**src/rtl/serial_digit_sender.sv**
```systemverilog
// Encodes a 4-digit value into 7-segment patterns and shifts them out as
// four 10-bit addressed frames, each followed by a latch clock, to the display controller.
module serial_digit_sender #(
    parameter int CLK_DIV    = 12,
    parameter int GAP_CYCLES = 48
) (
    input  logic        clock,
    input  logic        reset,
    input  logic        start,
    input  logic [15:0] value,
    input  logic [3:0]  dpMask,
    output logic        busy,
    output logic        done,
    output logic        serialClockOut,
    output logic        serialDataOut
);

    localparam int DIV_W = (CLK_DIV > 1) ? $clog2(CLK_DIV) : 1;
    localparam int GAP_W = $clog2(GAP_CYCLES + 1);

    localparam logic [DIV_W-1:0] DIV_LOAD  = DIV_W'(CLK_DIV - 1);
    localparam logic [GAP_W-1:0] GAP_LOAD  = GAP_W'(GAP_CYCLES - 1);
    localparam logic [3:0]       LAST_SLOT = 4'd10;

    typedef enum logic [2:0] {
        S_IDLE,
        S_LOAD,
        S_SHIFT,
        S_GAP,
        S_DONE
    } state_t;

    state_t            state_q, state_d;
    logic [DIV_W-1:0]  div_q, div_d;
    logic [GAP_W-1:0]  gap_q, gap_d;
    logic [3:0]        slot_q, slot_d;
    logic [1:0]        frame_q, frame_d;
    logic [3:0][7:0]   seg_q, seg_d;
    logic              sck_q, sck_d;
    logic              sdo_q, sdo_d;
    logic              busy_q, busy_d;
    logic              done_q, done_d;

    function automatic logic [7:0] encode(input logic [3:0] nib, input logic dp);
        logic [7:0] pat;
        case (nib)
            4'h0:    pat = 8'h3F;
            4'h1:    pat = 8'h21;
            4'h2:    pat = 8'h5B;
            4'h3:    pat = 8'h73;
            4'h4:    pat = 8'h65;
            4'h5:    pat = 8'h76;
            4'h6:    pat = 8'h7E;
            4'h7:    pat = 8'h23;
            4'h8:    pat = 8'h7F;
            4'h9:    pat = 8'h77;
            4'hA:    pat = 8'h40;
            default: pat = 8'h00;
        endcase
        return pat | {dp, 7'b0};
    endfunction

    // Slots 0..9 carry {addr, seg} MSB first; slot 10 is the latch clock with data low.
    function automatic logic frame_bit(input logic [1:0] idx, input logic [3:0] slot,
                                       input logic [3:0][7:0] segs);
        logic [9:0] word;
        logic       b;
        word = {idx, segs[idx]};
        b    = 1'b0;
        if (slot < 4'd10) begin
            b = word[4'd9 - slot];
        end
        return b;
    endfunction

    always_comb begin
        state_d = state_q;
        div_d   = div_q;
        gap_d   = gap_q;
        slot_d  = slot_q;
        frame_d = frame_q;
        seg_d   = seg_q;
        sck_d   = sck_q;
        sdo_d   = sdo_q;
        busy_d  = busy_q;
        done_d  = 1'b0;

        case (state_q)
            S_IDLE: begin
                if (start) begin
                    state_d = S_LOAD;
                    busy_d  = 1'b1;
                end
            end

            S_LOAD: begin
                for (int i = 0; i < 4; i++) begin
                    seg_d[i] = encode(value[4*i +: 4], dpMask[i]);
                end
                state_d = S_SHIFT;
                frame_d = 2'd0;
                slot_d  = 4'd0;
                div_d   = DIV_LOAD;
                sck_d   = 1'b0;
                sdo_d   = frame_bit(2'd0, 4'd0, seg_d);
            end

            S_SHIFT: begin
                if (div_q != '0) begin
                    div_d = div_q - 1'b1;
                end else begin
                    div_d = DIV_LOAD;
                    if (!sck_q) begin
                        sck_d = 1'b1;
                    end else begin
                        // Data only moves together with the falling edge.
                        sck_d = 1'b0;
                        if (slot_q == LAST_SLOT) begin
                            sdo_d   = 1'b0;
                            gap_d   = GAP_LOAD;
                            state_d = S_GAP;
                        end else begin
                            slot_d = slot_q + 4'd1;
                            sdo_d  = frame_bit(frame_q, slot_q + 4'd1, seg_q);
                        end
                    end
                end
            end

            S_GAP: begin
                if (gap_q != '0) begin
                    gap_d = gap_q - 1'b1;
                end else if (frame_q == 2'd3) begin
                    state_d = S_DONE;
                    done_d  = 1'b1;
                end else begin
                    frame_d = frame_q + 2'd1;
                    slot_d  = 4'd0;
                    div_d   = DIV_LOAD;
                    sdo_d   = frame_bit(frame_q + 2'd1, 4'd0, seg_q);
                    state_d = S_SHIFT;
                end
            end

            S_DONE: begin
                busy_d  = 1'b0;
                state_d = S_IDLE;
            end

            default: begin
                state_d = S_IDLE;
                busy_d  = 1'b0;
                sck_d   = 1'b0;
                sdo_d   = 1'b0;
            end
        endcase
    end

    always_ff @(posedge clock or posedge reset) begin
        if (reset) begin
            state_q <= S_IDLE;
            div_q   <= '0;
            gap_q   <= '0;
            slot_q  <= '0;
            frame_q <= '0;
            seg_q   <= '0;
            sck_q   <= 1'b0;
            sdo_q   <= 1'b0;
            busy_q  <= 1'b0;
            done_q  <= 1'b0;
        end else begin
            state_q <= state_d;
            div_q   <= div_d;
            gap_q   <= gap_d;
            slot_q  <= slot_d;
            frame_q <= frame_d;
            seg_q   <= seg_d;
            sck_q   <= sck_d;
            sdo_q   <= sdo_d;
            busy_q  <= busy_d;
            done_q  <= done_d;
        end
    end

    assign busy           = busy_q;
    assign done           = done_q;
    assign serialClockOut = sck_q;
    assign serialDataOut  = sdo_q;

endmodule

```
**config.mk**
```make
export PLATFORM = sky130hd
export DESIGN_NAME = serial_digit_sender
export DESIGN_NICKNAME = d
export VERILOG_FILES = /design/src/rtl/serial_digit_sender.sv
export SDC_FILE = /design/constraint.sdc
export NUM_CORES = 1
export LEC_CHECK = 0
export ABC_AREA = 1
export BUFFER_PORTS_ARGS = -buffer_cell sky130_fd_sc_hd__buf_2
export CELL_PAD_IN_SITES_DETAIL_PLACEMENT = 1
export CELL_PAD_IN_SITES_GLOBAL_PLACEMENT = 2
export CORE_UTILIZATION = 38
export CTS_CLUSTER_DIAMETER = 150
export DETAILED_ROUTE_END_ITERATION = 10
export PLACE_DENSITY_LB_ADDON = 0.1
export SLEW_MARGIN = 0
export SYNTH_ARGS = -nofsm -noshare
export SYNTH_HDL_FRONTEND = slang
export SYNTH_SLANG_ARGS = --single-unit
```
**constraint.sdc**
```tcl
create_clock -name clock -period 3.8 [get_ports clock]
set_clock_uncertainty 0.15 [all_clocks]
set_input_delay 0.38 -clock clock [delete_from_list [all_inputs] [get_ports clock]]
set_output_delay 0.38 -clock clock [all_outputs]
set_load 0.01 [all_outputs]
```
==> impl_metrics.csv, run 1 <==
group,metric,value,unit
logic_synthesis,ys.warnings.count,0,
setup_path,path_buf_inv,0,
clocking,cts_num_sinks,55,
setup_path,crit_chain,"ha_1, a21oi_1, nand3_2, nor2_2, nand2_1, o22ai_1",
final_layout,drive_gt1_share,12.2,%
die,io_pins,27,
place,place_ws,1.71,ns
setup_path,cp_num_cells,6,
setup_path,worstSetupPathType,"flip-flop to flip-flop",
clocking,cts_root_buffer,"clkbuf_8",
setup_path,cp-start-kind,"flip-flop",
final_layout,nNetsFinal,528,
logic_synthesis,ys_async_sr_fraction,100,%
drt,vias,2935,
drt,drt_iter0_drc,91,
logic_synthesis,syn_nets,505,
status,outcome,"finished, final reports clean",
place,placed_cells,576,
setup_path,required,3.88,ns
logic_synthesis,synth_commonest_cells,"nand2_1 (107), inv_1 (58), dfrtp_1 (55)",
setup_path,reg2regPathDepth,6,
die,core,0.00881,mm^2
sta,min_period,2.12,ns
power_and_ir_drop,power_leakage,0.00198,uW
die,rows,34,
logic_synthesis,synth_seq_cells,55,
die,die_y,97.8,um
final_layout,final_util,43.4,%
drt,drt_pass1_iterations,4,
setup_path,end_kind,"flip-flop",
die,die-area,0.00957,mm^2
drt,viasPerCell,5.03,
drt,ant_nets,0,
global_routing,track_usage,19.6,%
logic_synthesis,synth_ff_type,"dfrtp_1",
sta,tns,0,ns
worst_hold_path,worstHoldPathType,"primary input to async pin",
power_and_ir_drop,ir_drop,0.151,mV
sta,finalCritPeriodShare,55.8,%
final_layout,syn_to_final_growth,9.57,%
final_layout,layout.cells.non_filler,584,
clocking,htree_levels,2,
clocking,clk_pin_slew_worst_paths,0.11,ns
setup_path,cpLargestDelayFamily,"flip-flops",
sta,finalSetupViolCount,0,
final_layout,antenna_cells,0,
clocking,ctsHoldBuffers,0,
logic_synthesis,synth-edff-count,0,
setup_path,arrival,2.20,ns
setup_path,slowest_stage,"dfrtp_1",
sta,slew_violations,0,
global_routing,grt_max_degree,36,
logic_synthesis,synth.top_cell.area_share,39.4,%
global_routing,gr-total-overflow,0,
logic_synthesis,synth.largest_area_cell,"dfrtp_1",
clocking,worstSkewPairLatency,0.31,ns
clocking,cts_made_buffers,5,
drt,drc_errors,0,
clocking,cts_max_path_buffers,2,
logic_synthesis,synthCells,452,
logic_synthesis,yosysMostFrequentCell,"nand2_1",
clocking,post_cts_buffers,0,
global_routing,grt_pass1_wl,15400,um
logic_synthesis,ys_seq_area_share,39.4,%
sta,worstMarginPinSlew,0.765,ns
drt,wl,8610,um
place,place_congestion,0.840,
place,numPortBuffers,26,
sta,fmax,0.472,GHz
drt,wire_per_inst,14.7,um
logic_synthesis,synth.cell_area,0.00349,mm^2
clocking,cts_resized,0,
die,initial_core_util,39.6,%
final_layout,fillers,1096,
die,die_x,97.8,um
power_and_ir_drop,p_per_area,333,mW/mm^2
global_routing,antenna_found_initial,0,
logic_synthesis,syn_area_per_cell,7.72,um^2
sta,grt_setup_unrepaired,"false",
sta,max_slew_margin,48.9,%
setup_path,crit_fanout,24,
setup_path,cp_slowest_stage_delay,0.66,ns
logic_synthesis,synth_cell_types,31,
job,cap_violations,0,
sta,report.final.hold_viol_count,0,
logic_synthesis,netlist_top_cells_area,"dfrtp_1 (39%), nand2_1 (12%), ha_1 (11%)",
sta,worst_slack,1.68,ns
place,dp_hpwl,6670,um
global_routing,grt_pass1_vias,3111,
clocking,cts_tree,"done",
## report_power, final
part	total [uW]	internal [uW]	switching [uW]
registers	651	625	26.3
clock network	398	197	202
logic	224	81.3	142
## cell families after synthesis
kind of cell	after synthesis	synth area share (%)
fa+ha+maj	30	10.8
buf+inv	78	8.89
compound gates	84	15.6
flops	55	39.4
simple gates	201	24.3
xor+xnor	4	1.00
## layout make-up
cell class                 count  area, um^2  area share [%]
clock buffer                   5        68.8            1.80
clock inverter                 3        43.8            1.15
inverter                      65         244            6.38
multi-input combinational    319        1800            47.2
sequential                    55        1380            36.0
tap                          108         135            3.53
timing repair buffer          29         153            3.99
## through the flow
| step | hold slack [ns] | power [uW] | instance area, um^2 |
|---|---|---|---|
| after floorplan | 0.292 | 813 | 3490 |
| after global placement | 0.314 | 882 | 3710 |
| after detailed placement | 0.324 | 889 | 3710 |
| after CTS | 0.0844 | 1290 | 3820 |
| after global routing | 0.114 | 1350 | 3820 |
| final | 0.0386 | 1270 | 3820 |
## routing by layer
metal	routed length [um]	global-route usage, %
met4	105	3.73
met1	4660	28.8
met3	116	2.43
met2	3720	30.9
met5	0	0
## state kept, by name (all words and copies together), names as in the netlist
| signal | count |
|---|---|
| seg_q | 32 |
| div_q | 4 |
| done | 1 |
| serialClockOut | 1 |
| frame_q | 2 |
| state_q | 3 |
| slot_q | 4 |
| gap_q | 6 |
| busy | 1 |
| serialDataOut | 1 |
## cells in the final DEF, fill, tap and decap left out, types with 2 or more instances in the layout
cell type and instances:
a31oi_1 2, a21oi_1 11, o21ai_0 27, nor2_2 3
clkbuf_8 5, o21ai_1 9, a22oi_1 14, a2bb2oi_1 11
nor2_4 2, dfrtp_1 55, buf_2 26, nand3_2 3
nand2_1 107, a31oi_2 3, o211ai_1 2, nor3_1 4
buf_4 3, inv_2 8, ha_1 30, xor2_1 4
nand4_1 4, inv_1 57, nand3_1 27, nor2_1 49
## worst paths after layout
check / slack, ns / endpoint / from
hold reg to reg: 0.34 / seg_q[19] / seg_q[19]
setup reg to reg: 1.68 / slot_q[2] / frame_q[0]
hold / removal: 0.04 / seg_q[16] / reset
max in group asynchronous: 2.67 / seg_q[9] / reset
setup / recovery: 1.68 / slot_q[2] / frame_q[0]
min in group clock: 0.11 / seg_q[7] / dpMask[0]
(Power assumes the default switching activity.)
==> run 2: changes to the inputs <==
--- a/config.mk
+++ b/config.mk
@@ -5,7 +5,7 @@
 export SDC_FILE = /design/constraint.sdc
 export NUM_CORES = 1
 export LEC_CHECK = 0
-export ABC_AREA = 1
+export ABC_AREA = 0
 export BUFFER_PORTS_ARGS = -buffer_cell sky130_fd_sc_hd__buf_2
 export CELL_PAD_IN_SITES_DETAIL_PLACEMENT = 1
 export CELL_PAD_IN_SITES_GLOBAL_PLACEMENT = 2
==> constraint.sdc (replaced) <==
create_clock -name clock -period 2 [get_ports clock]
set_clock_uncertainty 0.15 [all_clocks]
set_input_delay 0.2 -clock clock [delete_from_list [all_inputs] [get_ports clock]]
set_output_delay 0.2 -clock clock [all_outputs]
set_load 0.01 [all_outputs]
==> run 2 against run 1 <==
Effect of this change: the run now ends with negative setup slack left; register-to-register slack worse by 1.7 ns; routed wire length decreased by 6.1%; non-clock buffer count grew 37; critical path type unchanged; synthesized area up 0.11%; highest routed layer unchanged; sequential share of layout area is 2.5 points lower; utilization is 3.2 points higher; sequential power rose by 84%; global-route usage fell by 0.84 points.
==> impl_metrics.csv, run 2 <==
group,metric,value,unit
logic_synthesis,synth.cell_area,0.00349,mm^2
setup_path,cp-start-kind,"flip-flop",
logic_synthesis,yosysMostFrequentCell,"nand2_1",
final_layout,final_common_cell,"nand2_1",
final_layout,largest-register,"seg_q",
logic_synthesis,ys_seq_area_share,39.4,%
die,die_x,97.9,um
power_and_ir_drop,ir_drop,0.282,mV
clocking,cts_made_buffers,5,
drt,wl,8080,um
logic_synthesis,synth-edff-count,0,
die,initial_core_util,39.7,%
final_layout,antenna_cells,0,
place,place_congestion,0.743,
die,core,0.00881,mm^2
power_and_ir_drop,finalPower,2060,uW
setup_path,arrival,2.07,ns
drt,drt_iter0_drc,74,
setup_path,cp_slowest_stage_delay,0.53,ns
setup_path,crit_chain,"mux4_2, mux4_2, o221ai_2, a2bb2oi_2",
sta,fmax,0.494,GHz
die,io_pins,27,
logic_synthesis,synth_commonest_cells,"nand2_1 (74), dfrtp_1 (55), nor2_1 (42)",
clocking,cts_tree,"done",
status,failed_checks,"negative setup slack",
setup_path,required,2.05,ns
clocking,cts_num_sinks,55,
final_layout,final_cell_mix,"nand2_1 (74), dfrtp_1 (54), nor2_1 (41)",
drt,met2_length,4030,um
status,outcome,"complete, but fails checks",
global_routing,gr-total-overflow,0,
sta,report.final.hold_viol_count,0,
place,dp_hpwl,6340,um
final_layout,syn_to_final_growth,17.6,%
clocking,htree_levels,2,
drt,met1_length,3830,um
logic_synthesis,synth_cell_types,50,
global_routing,track_usage,18.7,%
sta,finalSetupViolCount,1,
logic_synthesis,synth_seq_cells,55,
sta,worst_slack,-0.0226,ns
logic_synthesis,ys.warnings.count,0,
logic_synthesis,netlist_top_cells_area,"dfrtp_1 (39%), ha_1 (11%), nand2_1 (8.0%)",
final_layout,largest_reg_flops,32,
final_layout,nNetsFinal,494,
sta,finalCritPeriodShare,101,%
sta,min_period,2.02,ns
sta,max_slew_margin,68.2,%
logic_synthesis,ys_async_sr_fraction,100,%
setup_path,slowest_stage,"mux4_2",
setup_path,cp_common_cell,"mux4_2",
die,die-area,0.00958,mm^2
die,die_y,97.9,um
drt,drc_errors,0,
setup_path,worstSetupPathType,"flip-flop to flip-flop",
drt,ant_nets,0,
clocking,worstSkewPairLatency,0.31,ns
drt,drt_pass1_iterations,5,
logic_synthesis,syn_area_per_cell,9.10,um^2
die,rows,34,
drt,met3WireLength,125,um
drt,viasPerCell,5.16,
global_routing,grt_max_degree,25,
place,numPortBuffers,26,
logic_synthesis,syn_nets,437,
sta,slew_violations,0,
drt,vias,2840,
final_layout,drive_gt1_share,20.1,%
global_routing,antenna_found_initial,0,
setup_path,crit_fanout,7,
final_layout,fillers,1043,
drt,wire_per_inst,14.7,um
global_routing,grt_pass1_vias,2937,
clocking,cts_max_path_buffers,2,
drt,top_layer,"met4",
power_and_ir_drop,power_leakage,0.00196,uW
sta,grt_setup_unrepaired,"true",
sta,tns,-0.0226,ns
sta,worstMarginPinSlew,0.478,ns
power_and_ir_drop,p_per_area,500,mW/mm^2
logic_synthesis,synth_ff_type,"dfrtp_1",
logic_synthesis,synth.top_cell.area_share,39.4,%
global_routing,grt_pass1_wl,14400,um
clocking,cts_root_buffer,"clkbuf_8",
setup_path,end_kind,"flip-flop",
logic_synthesis,synthCells,384,
job,cap_violations,0,
logic_synthesis,synth.largest_area_cell,"dfrtp_1",
final_layout,reg_top3,"seg_q x32, gap_q x6",
worst_hold_path,worstHoldPathType,"primary input to flip-flop",
clocking,clk_pin_slew_worst_paths,0.09,ns
## run 2: changes by cell type after synthesis, sizes merged, moves of 11 or more
cell	previous run	this run
nand3	30	10
a22oi	14	1
nand2b	0	11
nand2	108	74
inv	65	18
nor2	54	42
## run 2: final cells by class
class | count | area [um^2] | area share (%)
timing repair buffer | 66 | 445 | 10.8
sequential | 55 | 1380 | 33.5
inverter | 18 | 67.6 | 1.64
clock buffer | 7 | 76.3 | 1.86
multi-input combinational | 295 | 2000 | 48.7
tap | 108 | 135 | 3.29
clock inverter | 1 | 5.00 | 0.122
## run 2: worst paths after layout
path                             from             to  slack, ns  cells after the start
setup / recovery           frame_q[0]  serialDataOut      -0.02                      4
max in group asynchronous       reset      seg_q[24]       0.74                      4
min in group asynchronous       reset       gap_q[4]       0.28                      3
hold / removal               value[7]       seg_q[8]       0.11                      4
setup reg to reg           frame_q[0]  serialDataOut      -0.02                      4
hold reg to reg              seg_q[1]       seg_q[1]       0.32                      2
## run 2: critical path: cells and delay by family (launching register included)
| family | cells | cell delay (ns) |
|---|---|---|
| mux | 2 | 1.01 |
| flops | 1 | 0.49 |
| compound gates | 2 | 0.26 |
## run 2: report_power, final
part / internal [uW] / switching (uW) / total [uW]
sequential: 1170 / 37.3 / 1200
combinational: 107 / 136 / 243
clock: 247 / 363 / 610
total: 1520 / 536 / 2060
## run 2: kinds of logic (layout without fill, tap and decap cells)
logic type	Yosys count	in the layout	share of synthesized area, %
fa+ha+maj	30	30	10.7
simple gates	166	166	22.5
mux	17	17	8.56
flops	55	55	39.4
compound gates	78	78	13.9
buf+inv	34	92	3.90
xor+xnor	4	4	1.00
## run 2: per-stage QoR
stage | utilization (%) | setup slack [ns] | cells | hold WS [ns] | area (um^2)
2_1_floorplan | - | 0.0151 | 384 | 0.155 | 3490
3_3_place_gp | 44.6 | -0.0755 | 534 | 0.0925 | 3930
3_5_place_dp | 44.6 | -0.151 | 534 | 0.0954 | 3930
4_1_cts | 46.4 | -0.0472 | 549 | 0.104 | 4090
5_1_grt | 46.7 | -0.102 | 550 | 0.116 | 4110
6_report | 46.7 | -0.0226 | 550 | 0.109 | 4110
## run 2: repair_timing
| item | CTS | global route |
|---|---|---|
| resized for setup | 5 | 3 |
| hold buffers | 6 | 0 |
| hold endpoints to repair | 25 | 0 |
| setup buffers | 1 | 1 |
| endpoints found under the setup margin | 3 | 10 |
| pin swaps | 1 | 0 |
## run 2: layer usage
layer,global-route usage [%],up-vias
li1,-,1439
met1,24.3,1371
met2,32.3,25
met3,2.58,5
met4,5.83,0
met5,0,-
